### src/rtl/uart_cmd_ctrl_pkg.sv
// Package uart_cmd_pkg: shared ASCII key codes, the RX FSM state encoding, the
// BCD digit type and a helper that turns a BCD digit pair into a binary value.
// Imported by uart_rx_core and uart_cmd_ctrl.
package uart_cmd_pkg;

  typedef enum logic [2:0] {
    RX_IDLE,
    RX_START,
    RX_DATA,
    RX_PARITY,
    RX_STOP
  } rx_state_e;

  typedef logic [3:0] bcd_t;

  localparam logic [7:0] KEY_SPACE = 8'h20;
  localparam logic [7:0] KEY_ENTER = 8'h0D;
  localparam logic [7:0] KEY_BKSP  = 8'h08;
  localparam logic [7:0] KEY_S     = 8'h73;
  localparam logic [7:0] KEY_S_UC  = 8'h53;
  localparam logic [7:0] KEY_U     = 8'h75;
  localparam logic [7:0] KEY_PLUS  = 8'h2B;
  localparam logic [7:0] KEY_D     = 8'h64;
  localparam logic [7:0] KEY_MINUS = 8'h2D;
  localparam logic [7:0] KEY_0     = 8'h30;
  localparam logic [7:0] KEY_9     = 8'h39;

  localparam logic [6:0] MAX_SEC = 7'd59;

  // 10*hi + lo, with 10*hi built as (hi<<3)+(hi<<1); max 99 fits in 7 bits.
  function automatic logic [6:0] bcd_pair(input bcd_t hi, input bcd_t lo);
    logic [6:0] h;
    h = {3'b000, hi};
    return (h << 3) + (h << 1) + {3'b000, lo};
  endfunction

endpackage

### src/rtl/uart_cmd_ctrl_if.sv
// Interface uart_cmd_ctrl_if: groups the serial input, the running flag and all
// command/load outputs of uart_cmd_ctrl.
//   slave  : the controller (receives rx/running, drives the outputs)
//   master : the board-side user (drives rx/running, observes the outputs)
interface uart_cmd_ctrl_if;
  logic       rx;
  logic       running;
  logic       kb_start;
  logic       kb_stop;
  logic       kb_up;
  logic       kb_dwn;
  logic [5:0] load_minutes;
  logic [5:0] load_seconds;
  logic       load_valid;
  logic       load_err;
  logic       frame_err;
  logic [7:0] rx_byte;

  modport slave (
    input  rx, running,
    output kb_start, kb_stop, kb_up, kb_dwn,
    output load_minutes, load_seconds, load_valid, load_err,
    output frame_err, rx_byte
  );

  modport master (
    output rx, running,
    input  kb_start, kb_stop, kb_up, kb_dwn,
    input  load_minutes, load_seconds, load_valid, load_err,
    input  frame_err, rx_byte
  );
endinterface

### src/rtl/uart_cmd_ctrl_rx_core.sv
// uart_rx_core: rx synchroniser, oversampling tick generator and UART RX FSM.
// Optional macro UART_PARITY_EN adds an even-parity bit after the data bits.
// Ports:
//   clk_i, rst_i      clock, asynchronous active-high reset
//   rx_i              raw serial input (idle high)
//   byte_o            received byte, zero-extended to 8 bits
//   byte_done_o       1 in the stop-sample cycle of a good frame
//   frame_err_o       1 in the stop-sample cycle of a bad frame
module uart_rx_core
  import uart_cmd_pkg::*;
#(
  parameter int unsigned CLK_HZ     = 100_000_000,
  parameter int unsigned BAUD       = 9600,
  parameter int unsigned OVERSAMPLE = 16,
  parameter int unsigned DATA_BITS  = 8
) (
  input  logic       clk_i,
  input  logic       rst_i,
  input  logic       rx_i,
  output logic [7:0] byte_o,
  output logic       byte_done_o,
  output logic       frame_err_o
);
  localparam int unsigned DIV   = CLK_HZ / (BAUD * OVERSAMPLE);
  localparam int unsigned DIV_W = (DIV > 1) ? $clog2(DIV) : 1;
  localparam int unsigned OS_W  = $clog2(OVERSAMPLE);

  logic             sync1_q, sync2_q;
  logic [DIV_W-1:0] div_q;
  rx_state_e        state_q, state_d;
  logic [OS_W-1:0]  os_q, os_d;
  logic [2:0]       bit_q, bit_d;
  logic [7:0]       shift_q, shift_d;
  logic             armed_q, armed_d;
`ifdef UART_PARITY_EN
  logic             par_err_q, par_err_d;
`endif

  logic rx_s, tick;
  assign rx_s = sync2_q;
  assign tick = (div_q == DIV_W'(DIV - 1));
  assign byte_o = shift_q;

  always_ff @(posedge clk_i or posedge rst_i) begin
    if (rst_i) begin
      sync1_q <= 1'b1;
      sync2_q <= 1'b1;
      div_q   <= '0;
      state_q <= RX_IDLE;
      os_q    <= '0;
      bit_q   <= '0;
      shift_q <= '0;
      armed_q <= 1'b1;
`ifdef UART_PARITY_EN
      par_err_q <= 1'b0;
`endif
    end else begin
      sync1_q <= rx_i;
      sync2_q <= sync1_q;
      div_q   <= tick ? '0 : div_q + 1'b1;
      state_q <= state_d;
      os_q    <= os_d;
      bit_q   <= bit_d;
      shift_q <= shift_d;
      armed_q <= armed_d;
`ifdef UART_PARITY_EN
      par_err_q <= par_err_d;
`endif
    end
  end

  always_comb begin
    state_d     = state_q;
    os_d        = os_q;
    bit_d       = bit_q;
    shift_d     = shift_q;
    armed_d     = armed_q;
    byte_done_o = 1'b0;
    frame_err_o = 1'b0;
`ifdef UART_PARITY_EN
    par_err_d   = par_err_q;
`endif
    case (state_q)
      RX_IDLE: begin
        // After a low stop bit (e.g. a break) the line must go high again
        // before a new start edge is accepted.
        if (rx_s) begin
          armed_d = 1'b1;
        end else if (armed_q) begin
          state_d = RX_START;
          os_d    = '0;
        end
      end
      RX_START: begin
        if (tick) begin
          if (os_q == OS_W'(OVERSAMPLE / 2 - 1)) begin
            os_d = '0;
            if (rx_s) begin
              state_d = RX_IDLE;
            end else begin
              state_d = RX_DATA;
              bit_d   = '0;
              shift_d = '0;
            end
          end else begin
            os_d = os_q + 1'b1;
          end
        end
      end
      RX_DATA: begin
        if (tick) begin
          if (os_q == OS_W'(OVERSAMPLE - 1)) begin
            os_d           = '0;
            shift_d[bit_q] = rx_s;
            if (bit_q == 3'(DATA_BITS - 1)) begin
`ifdef UART_PARITY_EN
              state_d = RX_PARITY;
`else
              state_d = RX_STOP;
`endif
            end else begin
              bit_d = bit_q + 1'b1;
            end
          end else begin
            os_d = os_q + 1'b1;
          end
        end
      end
`ifdef UART_PARITY_EN
      RX_PARITY: begin
        if (tick) begin
          if (os_q == OS_W'(OVERSAMPLE - 1)) begin
            os_d      = '0;
            par_err_d = (rx_s != ^shift_q);
            state_d   = RX_STOP;
          end else begin
            os_d = os_q + 1'b1;
          end
        end
      end
`endif
      RX_STOP: begin
        if (tick) begin
          if (os_q == OS_W'(OVERSAMPLE - 1)) begin
            os_d    = '0;
            state_d = RX_IDLE;
            if (!rx_s) begin
              frame_err_o = 1'b1;
              armed_d     = 1'b0;
`ifdef UART_PARITY_EN
            end else if (par_err_q) begin
              frame_err_o = 1'b1;
`endif
            end else begin
              byte_done_o = 1'b1;
            end
          end else begin
            os_d = os_q + 1'b1;
          end
        end
      end
      default: state_d = RX_IDLE;
    endcase
  end
endmodule

### src/rtl/uart_cmd_ctrl.sv
// uart_cmd_ctrl: keyboard command front-end. Receives UART bytes through
// uart_rx_core, decodes keys into one-cycle command pulses and assembles
// "MMSS"+Enter into range-checked minutes/seconds load values.
// Optional macro UART_PARITY_EN enables an even-parity bit on the line.
// Ports:
//   sys_clk, sys_rst  clock, asynchronous active-high reset
//   bus (slave)       rx, running in; kb_start/stop/up/dwn, load_minutes,
//                     load_seconds, load_valid, load_err, frame_err, rx_byte out
module uart_cmd_ctrl
  import uart_cmd_pkg::*;
#(
  parameter int unsigned CLK_HZ     = 100_000_000,
  parameter int unsigned BAUD       = 9600,
  parameter int unsigned OVERSAMPLE = 16,
  parameter int unsigned DATA_BITS  = 8,
  parameter int unsigned MAX_MIN    = 59
) (
  input  logic            sys_clk,
  input  logic            sys_rst,
  uart_cmd_ctrl_if.slave  bus
);
  localparam logic [6:0] MAX_MIN_7 = 7'(MAX_MIN);

  logic [7:0] core_byte;
  logic       core_done, core_ferr;

  uart_rx_core #(
    .CLK_HZ     (CLK_HZ),
    .BAUD       (BAUD),
    .OVERSAMPLE (OVERSAMPLE),
    .DATA_BITS  (DATA_BITS)
  ) u_rx (
    .clk_i       (sys_clk),
    .rst_i       (sys_rst),
    .rx_i        (bus.rx),
    .byte_o      (core_byte),
    .byte_done_o (core_done),
    .frame_err_o (core_ferr)
  );

  logic            start_q, start_d, stop_q, stop_d, up_q, up_d, dwn_q, dwn_d;
  logic            lv_q, lv_d, le_q, le_d, fe_q, fe_d;
  logic [5:0]      min_q, min_d, sec_q, sec_d;
  logic [7:0]      byte_q, byte_d;
  bcd_t [3:0]      dig_q, dig_d;
  logic [6:0]      mins, secs;

  assign mins = bcd_pair(dig_q[3], dig_q[2]);
  assign secs = bcd_pair(dig_q[1], dig_q[0]);

  always_ff @(posedge sys_clk or posedge sys_rst) begin
    if (sys_rst) begin
      start_q <= 1'b0; stop_q <= 1'b0; up_q <= 1'b0; dwn_q <= 1'b0;
      lv_q    <= 1'b0; le_q   <= 1'b0; fe_q <= 1'b0;
      min_q   <= '0;   sec_q  <= '0;   byte_q <= '0;
      dig_q   <= '0;
    end else begin
      start_q <= start_d; stop_q <= stop_d; up_q <= up_d; dwn_q <= dwn_d;
      lv_q    <= lv_d;    le_q   <= le_d;   fe_q <= fe_d;
      min_q   <= min_d;   sec_q  <= sec_d;  byte_q <= byte_d;
      dig_q   <= dig_d;
    end
  end

  always_comb begin
    start_d = 1'b0; stop_d = 1'b0; up_d = 1'b0; dwn_d = 1'b0;
    lv_d    = 1'b0; le_d   = 1'b0;
    fe_d    = core_ferr;
    min_d   = min_q;
    sec_d   = sec_q;
    byte_d  = byte_q;
    dig_d   = dig_q;
    if (core_done) begin
      byte_d = core_byte;
      case (core_byte)
        KEY_SPACE:         start_d = 1'b1;
        KEY_S, KEY_S_UC:   stop_d  = 1'b1;
        KEY_U, KEY_PLUS:   up_d    = 1'b1;
        KEY_D, KEY_MINUS:  dwn_d   = 1'b1;
        KEY_BKSP:          dig_d   = '0;
        KEY_ENTER: begin
          if (!bus.running) begin
            dig_d = '0;
            if (secs <= MAX_SEC && mins <= MAX_MIN_7) begin
              min_d = mins[5:0];
              sec_d = secs[5:0];
              lv_d  = 1'b1;
            end else begin
              le_d = 1'b1;
            end
          end
        end
        default: begin
          if (!bus.running && core_byte >= KEY_0 && core_byte <= KEY_9) begin
            dig_d = {dig_q[2:0], core_byte[3:0]};
          end
        end
      endcase
    end
  end

  assign bus.kb_start     = start_q;
  assign bus.kb_stop      = stop_q;
  assign bus.kb_up        = up_q;
  assign bus.kb_dwn       = dwn_q;
  assign bus.load_valid   = lv_q;
  assign bus.load_err     = le_q;
  assign bus.frame_err    = fe_q;
  assign bus.load_minutes = min_q;
  assign bus.load_seconds = sec_q;
  assign bus.rx_byte      = byte_q;
endmodule

### src/flat_wrapper.sv
// flat-port wrapper written by rule: the top's interface ports become plain ports
module uart_cmd_ctrl_flat import uart_cmd_pkg::*;
#(
  parameter int unsigned CLK_HZ     = 100_000_000,
  parameter int unsigned BAUD       = 9600,
  parameter int unsigned OVERSAMPLE = 16,
  parameter int unsigned DATA_BITS  = 8,
  parameter int unsigned MAX_MIN    = 59
)
  (sys_clk, sys_rst, bus_rx, bus_running, bus_kb_start, bus_kb_stop, bus_kb_up, bus_kb_dwn, bus_load_minutes, bus_load_seconds, bus_load_valid, bus_load_err, bus_frame_err, bus_rx_byte);
  uart_cmd_ctrl_if bus_i ();
  input  logic sys_clk;
  input  logic sys_rst;
  input wire logic [$bits(bus_i.rx)-1:0] bus_rx;
  input wire logic [$bits(bus_i.running)-1:0] bus_running;
  output wire logic [$bits(bus_i.kb_start)-1:0] bus_kb_start;
  output wire logic [$bits(bus_i.kb_stop)-1:0] bus_kb_stop;
  output wire logic [$bits(bus_i.kb_up)-1:0] bus_kb_up;
  output wire logic [$bits(bus_i.kb_dwn)-1:0] bus_kb_dwn;
  output wire logic [$bits(bus_i.load_minutes)-1:0] bus_load_minutes;
  output wire logic [$bits(bus_i.load_seconds)-1:0] bus_load_seconds;
  output wire logic [$bits(bus_i.load_valid)-1:0] bus_load_valid;
  output wire logic [$bits(bus_i.load_err)-1:0] bus_load_err;
  output wire logic [$bits(bus_i.frame_err)-1:0] bus_frame_err;
  output wire logic [$bits(bus_i.rx_byte)-1:0] bus_rx_byte;
  assign bus_i.rx = bus_rx;
  assign bus_i.running = bus_running;
  assign bus_kb_start = bus_i.kb_start;
  assign bus_kb_stop = bus_i.kb_stop;
  assign bus_kb_up = bus_i.kb_up;
  assign bus_kb_dwn = bus_i.kb_dwn;
  assign bus_load_minutes = bus_i.load_minutes;
  assign bus_load_seconds = bus_i.load_seconds;
  assign bus_load_valid = bus_i.load_valid;
  assign bus_load_err = bus_i.load_err;
  assign bus_frame_err = bus_i.frame_err;
  assign bus_rx_byte = bus_i.rx_byte;
  uart_cmd_ctrl #(.CLK_HZ(CLK_HZ), .BAUD(BAUD), .OVERSAMPLE(OVERSAMPLE), .DATA_BITS(DATA_BITS), .MAX_MIN(MAX_MIN)) u_core (.sys_clk(sys_clk), .sys_rst(sys_rst), .bus(bus_i));
endmodule
### config.mk
export PLATFORM = sky130hd
export DESIGN_NAME = uart_cmd_ctrl_flat
export DESIGN_NICKNAME = d
export VERILOG_FILES = /design/src/rtl/uart_cmd_ctrl_pkg.sv /design/src/rtl/uart_cmd_ctrl_if.sv /design/src/rtl/uart_cmd_ctrl_rx_core.sv /design/src/rtl/uart_cmd_ctrl.sv /design/src/flat_wrapper.sv
export SDC_FILE = /design/constraint.sdc
export NUM_CORES = 1
export LEC_CHECK = 0
export BUFFER_PORTS_ARGS = -buffer_cell sky130_fd_sc_hd__buf_2
export CAP_MARGIN = 40
export CORE_ASPECT_RATIO = 1.5
export CORE_MARGIN = 3
export CORE_UTILIZATION = 50
export DETAILED_ROUTE_END_ITERATION = 7
export MAX_ROUTING_LAYER = met4
export PLACE_DENSITY = 0.64
export SLEW_MARGIN = 20
export SYNTH_ARGS = -nofsm -noshare
export SYNTH_HDL_FRONTEND = slang
export SYNTH_HIERARCHICAL = 1
export SYNTH_SLANG_ARGS = --single-unit
### constraint.sdc
create_clock -name sys_clk -period 3.16 [get_ports sys_clk]
set_input_delay 0.316 -clock sys_clk [delete_from_list [all_inputs] [get_ports sys_clk]]
set_output_delay 0.316 -clock sys_clk [all_outputs]
set_load 0.01 [all_outputs]
Yosys cells after proc, flatten, opt, wreduce, memory -nomap -nowiden --
Cells that the tools add are included.
Word-level totals: register bits 74, bits of input ports 4, word-level logic and storage cells 157
Cells by class: magnitude comparators 6, muxes and demuxes 67, add/sub/neg operators 7, bitwise logic cells 2, reductions and logical operators 22, equality and inequality tests 31
Operators with widths (count):
- $pmux 16 s3 | 1
- $mux 3 | 15
- $mux 8 | 5
- $eq 8x7->1 const B | 4
- $mux 16 | 2
- $mux 1 | 29
- $ne 2x2->1 const B | 14
- $eq 8x6->1 const B | 3
- $mux 4 | 6
- $eq 8x4->1 const B | 2
- $pmux 8 s2 | 1
- $add 7x4->7 | 2
- $add 7x5->7 | 2
- $le 7x6->1 const B | 2
- $pmux 3 s4 | 1
- $pmux 4 s3 | 1
- $add 10x1->10 const B | 1
- $eq 10x10->1 const B | 1
- $mux 10 | 1
- $reduce_and 5->1 | 2
- $reduce_and 9->1 | 1
- $bwmux 8 | 1
- $ge 8x6->1 const B | 1
- $le 8x6->1 const B | 1
- 25 further kinds | 36

Longest topological paths before layout --
Gate-level depths: netlist (run 1).
word-level depth 8, gate-level depth with buffers 13, depth with buffers taken out 10

Modules after synthesis --
The synthesis (run 1) kept the hierarchy.
By module, submodules not included:
- uart_cmd_ctrl | area an instance 2422.3 µm², cells an instance 209, seq. area each 1076.0 µm², times used 1
- uart_rx_core | area an instance 1635.3 µm², cells an instance 165, seq. area each 779.5 µm², times used 1

Worst setup path before layout (run 1) --
No wires, ideal clock.
path type flip-flop to flip-flop, start register u_core/dig_q[11] in the netlist's numbering, end register u_core.min_q[0], in the netlist u_core/bus.load_minutes[0], path slack 0.292 ns, cell stages (with the launch flop) 11, period minus slack after synthesis 2.868 ns, arrival time 2.741 ns, path buffers 1, cells stage by stage dfrtp_1 -> inv_1 -> fa_1 -> inv_1 -> ha_1 -> a21o_1 -> a21oi_1 -> mux2i_1 -> nor4b_4 -> buf_6 -> mux2_1
Between the ends: longest elaborated chain between the ends 4
RTL lines:
- from (decl) | line uart_cmd_ctrl.sv:45 | bcd_t [3:0] dig_q, dig_d;
- from (signal assigned) | line uart_cmd_ctrl.sv:61 | dig_q <= dig_d;
- $add 7x4->7 | line uart_cmd_ctrl_pkg.sv:34 | return (h << 3) + (h << 1) + {3'b000, lo};
- $le 7x6->1 | line uart_cmd_ctrl.sv:84 | if (secs <= MAX_SEC && mins <= MAX_MIN_7) begin
- $logic_and 1x1->1 | line uart_cmd_ctrl.sv:84
- $reduce_and 4->1 (no source line)
- to (signal assigned) | line uart_cmd_ctrl.sv:55 | min_q <= '0; sec_q <= '0; byte_q <= '0;
- to (signal assigned) | line uart_cmd_ctrl.sv:60 | min_q <= min_d; sec_q <= sec_d; byte_q <= byte_d;
- to (decl) | line uart_cmd_ctrl.sv:43 | logic [5:0] min_q, min_d, sec_q, sec_d;
No other way between the ends. A chain may end at the register's enable or synchronous reset.

Final worst setup path (run 1) --
start register u_core/dig_q[12] in the netlist's numbering, end register u_core.sec_q[2], in the netlist u_core/bus.load_seconds[2]
Between the ends: longest elaborated chain between the ends 5
RTL lines (line):
- $add 7x5->7 | uart_cmd_ctrl_pkg.sv:34
- $add 7x4->7 | uart_cmd_ctrl_pkg.sv:34
- $le 7x6->1 | uart_cmd_ctrl.sv:84
- $logic_and 1x1->1 | uart_cmd_ctrl.sv:84
- $reduce_and 4->1 (no source line)
- to (signal assigned) | uart_cmd_ctrl.sv:55
- to (signal assigned) | uart_cmd_ctrl.sv:60
- to (decl) | uart_cmd_ctrl.sv:43
No other way between the ends.

==> results of run 1 <==
==> cell usage after synthesis (all sizes together), types with 2 or more instances <==
| cell type | instances |
|---|---|
| dfrtp | 71 |
| inv | 39 |
| nand2 | 25 |
| o21ai | 25 |
| mux2i | 21 |
| mux2 | 20 |
| nor2 | 20 |
| ha | 19 |
| nand3 | 13 |
| a21oi | 12 |
| buf | 12 |
| xnor2 | 12 |
| a31oi | 7 |
| and3 | 7 |
| nand2b | 6 |
| xor2 | 5 |
| a21o | 4 |
| fa | 4 |
| nand4 | 4 |
| nand4b | 4 |
| nor3 | 4 |
| nor4 | 4 |
| clkbuf | 3 |
| dfstp | 3 |
| nor4b | 3 |
| o31ai | 3 |
| a211o | 2 |
| and2 | 2 |
| nor4bb | 2 |
| o22ai | 2 |
| o31a | 2 |
| or2 | 2 |
| or4b | 2 |
==> path summary, 6_finish.rpt <==
path                                               startpoint                                      to  depth (start not counted)
max in group asynchronous                             sys_rst             u_core/dig_q[8]$_DFFE_PP0P_                          3
worst min-delay path                                  sys_rst            u_core/dig_q[12]$_DFFE_PP0P_                          2
min in group sys_clk                                   bus_rx           u_core/u_rx/sync1_q$_DFF_PP1_                          1
worst max-delay path             u_core/dig_q[12]$_DFFE_PP0P_  u_core/bus.load_seconds[2]$_DFFE_PP0P_                         10
worst max register to register   u_core/dig_q[12]$_DFFE_PP0P_  u_core/bus.load_seconds[2]$_DFFE_PP0P_                         10
worst min register to register  u_core/u_rx/sync1_q$_DFF_PP1_              u_core/u_rx/rx_s$_DFF_PP1_                          0
==> where the power goes <==
part / switching (mW) / internal (mW) / total, mW
sequential: 0.0700 / 0.983 / 1.05
clock: 0.367 / 0.631 / 0.998
combinational: 0.160 / 0.153 / 0.313
==> worst max-delay path, delay by kind of cell, from the launching register on <==
family | cells | cell delay (ps)
adders and majority gates | 2 | 840
muxes | 2 | 610
AOI/OAI and AO/OA | 2 | 430
DFF | 1 | 360
buffers and inverters | 3 | 360
and+or+nand+nor | 1 | 250
==> layer usage <==
| metal | track usage | vias up |
|---|---|---|
| met1 | 0.197 | 1340 |
| met5 | - | - |
| met4 | 0.101 | 0 |
| met3 | 0.0262 | 14 |
| met2 | 0.316 | 48 |
| li1 | - | 1378 |
==> logic make-up (layout without fill, tap and decap cells) <==
kind of cell | Yosys count | after routing | synth area share
fa+ha+maj | 23 | 23 | 0.0783
compound gates | 60 | 60 | 0.0873
buf+inv | 55 | 94 | 0.0697
simple gates | 104 | 104 | 0.162
mux | 41 | 41 | 0.109
flops | 74 | 74 | 0.457
xor+xnor | 17 | 17 | 0.0367
==> sequential cells by signal, indices dropped and copies added, names as in the netlist, 3 cells and up <==
register,flops
u_core/bus.rx_byte,8
u_core/u_rx/state_q,3
u_core/u_rx/byte_o,8
u_core/u_rx/bit_q,3
u_core/u_rx/div_q,10
u_core/dig_q,16
u_core/u_rx/os_q,4
u_core/bus.load_seconds,6
u_core/bus.load_minutes,6
==> final cells by class <==
cell class,count,share of cell area
Multi-Input combinational cell,245,0.419
Sequential cell,74,0.405
Clock buffer,13,0.0547
Timing Repair Buffer,39,0.0519
Inverter,39,0.0320
Tap cell,102,0.0279
Clock inverter,3,0.00875
==> results.toml, run 1 <==
[run_status]
status = "complete, but fails checks"
violations = "negative hold slack"

[cts]
cts_hold_buf = 0
cts_made_buffers = 9
clock_latency_ps = 330
cts-root-buf = "clkbuf_16"
cts_sinks = 74
h-tree-depth = 3
cts_setup_buffers = 0
clkSlewWorstSetupHoldPaths_ps = 60
cts_resized = 0
cts_tree = "done"
cts_buffer_depth = 2

[drt]
drc_errors = 0
drtIter0Drc = 96
dr_total_vias = 2780
dr.pass1.iters = 4
wl_met3_microns = 206
wl_met1_mm = 3.06
wire_per_inst_microns = 14.3
highest_layer = "met4"
final_antenna_net_count = 0
viasPerCell = 5.40
route.met2.wl_mm = 3.94
routed_wl_mm = 7.39

[pwr]
ir_drop_uv = 480
finalPower_mw = 2.36
leakage_nw = 2.39
p_per_area_nw_per_um2 = 516

[layout]
fin_area_sq_um = 4580
register_area_sq_um = 1860
multi_input_area_sq_um = 1920
final_common_cell = "dfrtp_1"
final-instance-count-excl-fill = 515
finish.utilization = 0.590
drive_above_1_share = 0.186
layout_common_cells = "71 x dfrtp_1, 38 x inv_1, 30 x buf_2"
area_delta_synth_final_pct = 12.8
fill_cells = 662
nets = 435
n_antenna_cell = 0

[critical_path]
end_kind = "flop"
crit_fanout = 9
worst_setup_path_start_kind = "flop"
crit_chain = "inv_1 -> fa_1 -> inv_1 -> ha_1 -> a21o_1 -> a21oi_1 -> mux2i_1 -> nor4b_4 -> buf_4 -> mux2_1"
worstPathRequired_ps = 3380
crit_top_cell = "inv_1"
crit_type = "flop to flop"
slowest_delay_ps = 560
rrSetupSlack_ps = 190
worstPathArrival_ps = 3190
slowest_stage = "fa_1"

[global_routing]
grt_pass1_vias = 2755
grt_start_max_net_pins = 28
track_usage = 0.182
grt-ovfl-total = 0
grt_pass1_wl_mm = 12.6
antenna_found_initial = 0

[floorplanning]
rows = 39
initial_core_util = 0.523
die_h_microns = 116
die_width_microns = 79.6
core_region_area_sq_um = 7760
ioPinCount = 31
die-area_sq_um = 9250

[timing]
fin_skew_ps = 8.21
period_share = 0.941
fmax_mhz = 336
fin_hold_ws_ps = -8.22
drv_slew = 0
setup_viol = 0
setup_slack_ps = 186
worst_pin_slew_ps = 670
hold_viol_final = 14
min_period_ps = 2970
tns_ps = 0
timing.slew.headroom = 0.553

[flow_run]
drv_cap = 0

[synthesis]
synth_async_sr_flop_share = 1.00
yosysUniqueCellTypes = 57
syn_avg_cell_area_sq_um = 10.8
synth_nets = 401
syn-cell-area_sq_um = 4060
synthTopCellsByArea = "dfrtp_1 44%, ha_1 5.9%, mux2i_1 5.2%"
synth_top_area_frac = 0.438
netlist_instances = 374
synth-seq-cells = 74
ys_seq_area_frac = 0.457
synth-warning-count = 6
synth_ff_type = "dfrtp_1"
yosysTopAreaCell = "dfrtp_1"
synth_edf_count = 0

[placed_design]
pre_cts_slack_ps = 147
hpwl_mm = 5.51
routabilityCongestion = 0.867
io_buffer_count = 30
place_inst = 498
placement.cell_area_sq_um = 4280

[worst_hold_path]
hp-class = "primary input to async pin"
No activity file was read; power rests on OpenSTA's default activity.
==> run 2: changes to the inputs <==
--- a/config.mk
+++ b/config.mk
@@ -8,11 +8,10 @@
 export BUFFER_PORTS_ARGS = -buffer_cell sky130_fd_sc_hd__buf_2
 export CAP_MARGIN = 40
 export CORE_ASPECT_RATIO = 1.5
-export CORE_MARGIN = 3
-export CORE_UTILIZATION = 50
+export CORE_UTILIZATION = 58
 export DETAILED_ROUTE_END_ITERATION = 7
 export MAX_ROUTING_LAYER = met4
-export PLACE_DENSITY = 0.64
+export PLACE_DENSITY = 0.73
 export SLEW_MARGIN = 20
 export SYNTH_ARGS = -nofsm -noshare
 export SYNTH_HDL_FRONTEND = slang
==> run 2 against run 1 <==
  * The flow now finishes without violations
  * Largest cell class unchanged
  * Register-to-register slack improved by 70 ps
  * Non-clock buffer count fell by 2
  * Critical path type unchanged
  * Highest routed layer unchanged
  * Final area fell by 3.7%
  * Combinational power shrank 2%
==> results.toml, run 2 (same netlist as run 1, synthesis figures left out) <==
[cts]
clkSlewWorstSetupHoldPaths_ps = 80
clock_latency_ps = 350
cts_buffer_depth = 2
h-tree-depth = 3
cts_tree = "done"
cts_sinks = 74
cts-root-buf = "clkbuf_8"
cts_made_buffers = 9

[floorplanning]
die-area_sq_um = 7340
die_h_microns = 104
die_width_microns = 70.3
core_region_area_sq_um = 6810
ioPinCount = 31
initial_core_util = 0.596
rows = 37

[timing]
period_share = 0.917
setup_viol = 0
fin_skew_ps = 11.3
worst_pin_slew_ps = 589
min_period_ps = 2900
fin_hold_ws_ps = 32.8
rsz0062_at_grt = "false"
timing.slew.headroom = 0.607
hold_viol_final = 0
fmax_mhz = 345
drv_slew = 0
tns_ps = 0

[pwr]
finalPower_mw = 2.01
p_switching_uw = 581
combPwrFrac = 0.152
clock_power_share = 0.326
ir_drop_uv = 410
p_per_area_nw_per_um2 = 457
leakage_nw = 2.31
swShare = 0.288
power.internal_mw = 1.43
seqPwrFrac = 0.522

[critical_path]
crit_type = "flop to flop"
crit_top_cell = "inv_1"
crit_fanout = 10
worst_setup_path_start_kind = "flop"
worstPathArrival_ps = 3140
crit_chain = "inv_1 -> fa_1 -> inv_1 -> ha_1 -> a21o_1 -> a21oi_2 -> mux2i_1 -> nor4b_4 -> buf_4 -> mux2_1"
slowest_stage = "fa_1"
worstPathRequired_ps = 3400
end_kind = "flop"
slowest_delay_ps = 580

[layout]
final-instance-count-excl-fill = 489
layout_common_cells = "71 x dfrtp_1, 37 x inv_1, 30 x buf_2"
fill_cells = 564
top_register = "u_core/dig_q"
final_common_cell = "dfrtp_1"
reg_top3 = "u_core/dig_q x16, u_core/u_rx/div_q x10"
n_antenna_cell = 0
finish.utilization = 0.647
largest_reg_flops = 16
area_delta_synth_final_pct = 8.57
drive_above_1_share = 0.195
nets = 433

[drt]
drc_errors = 0
final_antenna_net_count = 0
viasPerCell = 5.71
routed_wl_mm = 7.17
dr_total_vias = 2792
wire_per_inst_microns = 14.7
drtIter0Drc = 168
dr.pass1.iters = 4

[worst_hold_path]
hp-class = "primary input to async pin"

[global_routing]
antenna_found_initial = 0
grt-ovfl-total = 0
grt_pass1_wl_mm = 12.6
track_usage = 0.223
grt_start_max_net_pins = 44
grt_pass1_vias = 2756

[placed_design]
place_inst = 473
hpwl_mm = 5.17
routabilityCongestion = 0.863
io_buffer_count = 30

[run_status]
status = "completed"

[flow_run]
drv_cap = 0
-- run 2: changes by cell type in the layout (fill, tap and decap cells not counted), sizes merged --
cell      change
clkbuf        -3
bufinv        -1
buf           -2
clkinvlp      +5
clkinv        -1
-- run 2: area by class of cell --
| cell class | count | area, sq um | area share |
|---|---|---|---|
| clock inverter | 6 | 42.5 | 0.00966 |
| inverter | 39 | 146 | 0.0332 |
| multi-input combinational | 245 | 1920 | 0.437 |
| timing repair buffer | 37 | 203 | 0.0460 |
| sequential | 74 | 1860 | 0.421 |
| clock buffer | 10 | 138 | 0.0312 |
| tap | 78 | 97.6 | 0.0222 |
-- run 2: worst max-delay path: cells and delay by family (launching register included) --
kind	cells	cell delay (ps)
AOI/OAI and AO/OA	2	380
adders and majority gates	2	860
buffers and inverters	3	370
DFF	1	360
muxes	2	580
and+or+nand+nor	1	240
-- run 2: timing repair --
action,in CTS,in global routing
setup endpoints to repair,0,4
resized for setup,0,1
endpoints found under the hold margin,0,0
setup buffers,0,0
hold buffers,0,0
-- run 2: final timing paths --
kind | start | end | slack [ps] | depth (start not counted)
worst max-delay path | u_core/dig_q[11]$_DFFE_PP0P_ | u_core/bus.load_minutes[0]$_DFFE_PP0P_ | 260 | 10
worst min-delay path | sys_rst | u_core/u_rx/div_q[8]$_DFF_PP0_ | 30 | 2
max in group asynchronous | sys_rst | u_core/u_rx/armed_q$_DFFE_PP1P_ | 2550 | 3
worst min register to register | u_core/u_rx/sync1_q$_DFF_PP1_ | u_core/u_rx/rx_s$_DFF_PP1_ | 360 | 0
worst max register to register | u_core/dig_q[11]$_DFFE_PP0P_ | u_core/bus.load_minutes[0]$_DFFE_PP0P_ | 260 | 10
min in group sys_clk | bus_rx | u_core/u_rx/sync1_q$_DFF_PP1_ | 60 | 1
-- run 2: power by group through the flow --
stage | Sequential [mW] | Clock, mW | Combinational (mW)
2_1_floorplan | 1.02 | 0 | 0.317
3_3_place_gp | 1.07 | 0 | 0.305
3_5_place_dp | 1.07 | 0 | 0.310
4_1_cts | 1.05 | 0.677 | 0.311
5_1_grt | 1.06 | 0.724 | 0.346
6_report | 1.05 | 0.657 | 0.307
-- run 2: through the flow --
| stage | cell area (sq um) | setup WS [ps] |
|---|---|---|
| 6_report | 4410 | 261 |
| 5_1_grt | 4410 | 61.3 |
| 4_1_cts | 4400 | 140 |
| 3_5_place_dp | 4220 | 162 |
| 3_3_place_gp | 4220 | 234 |
| 2_1_floorplan | 4060 | 292 |
-- run 2: routing by layer --
metal / vias up / GRT usage / wire (microns)
met3: 6 / 0.0494 / 222
met4: 0 / 0.0829 / 66
met5: - / - / 0
li1: 1362 / - / -
met1: 1374 / 0.272 / 3120
met2: 50 / 0.359 / 3760
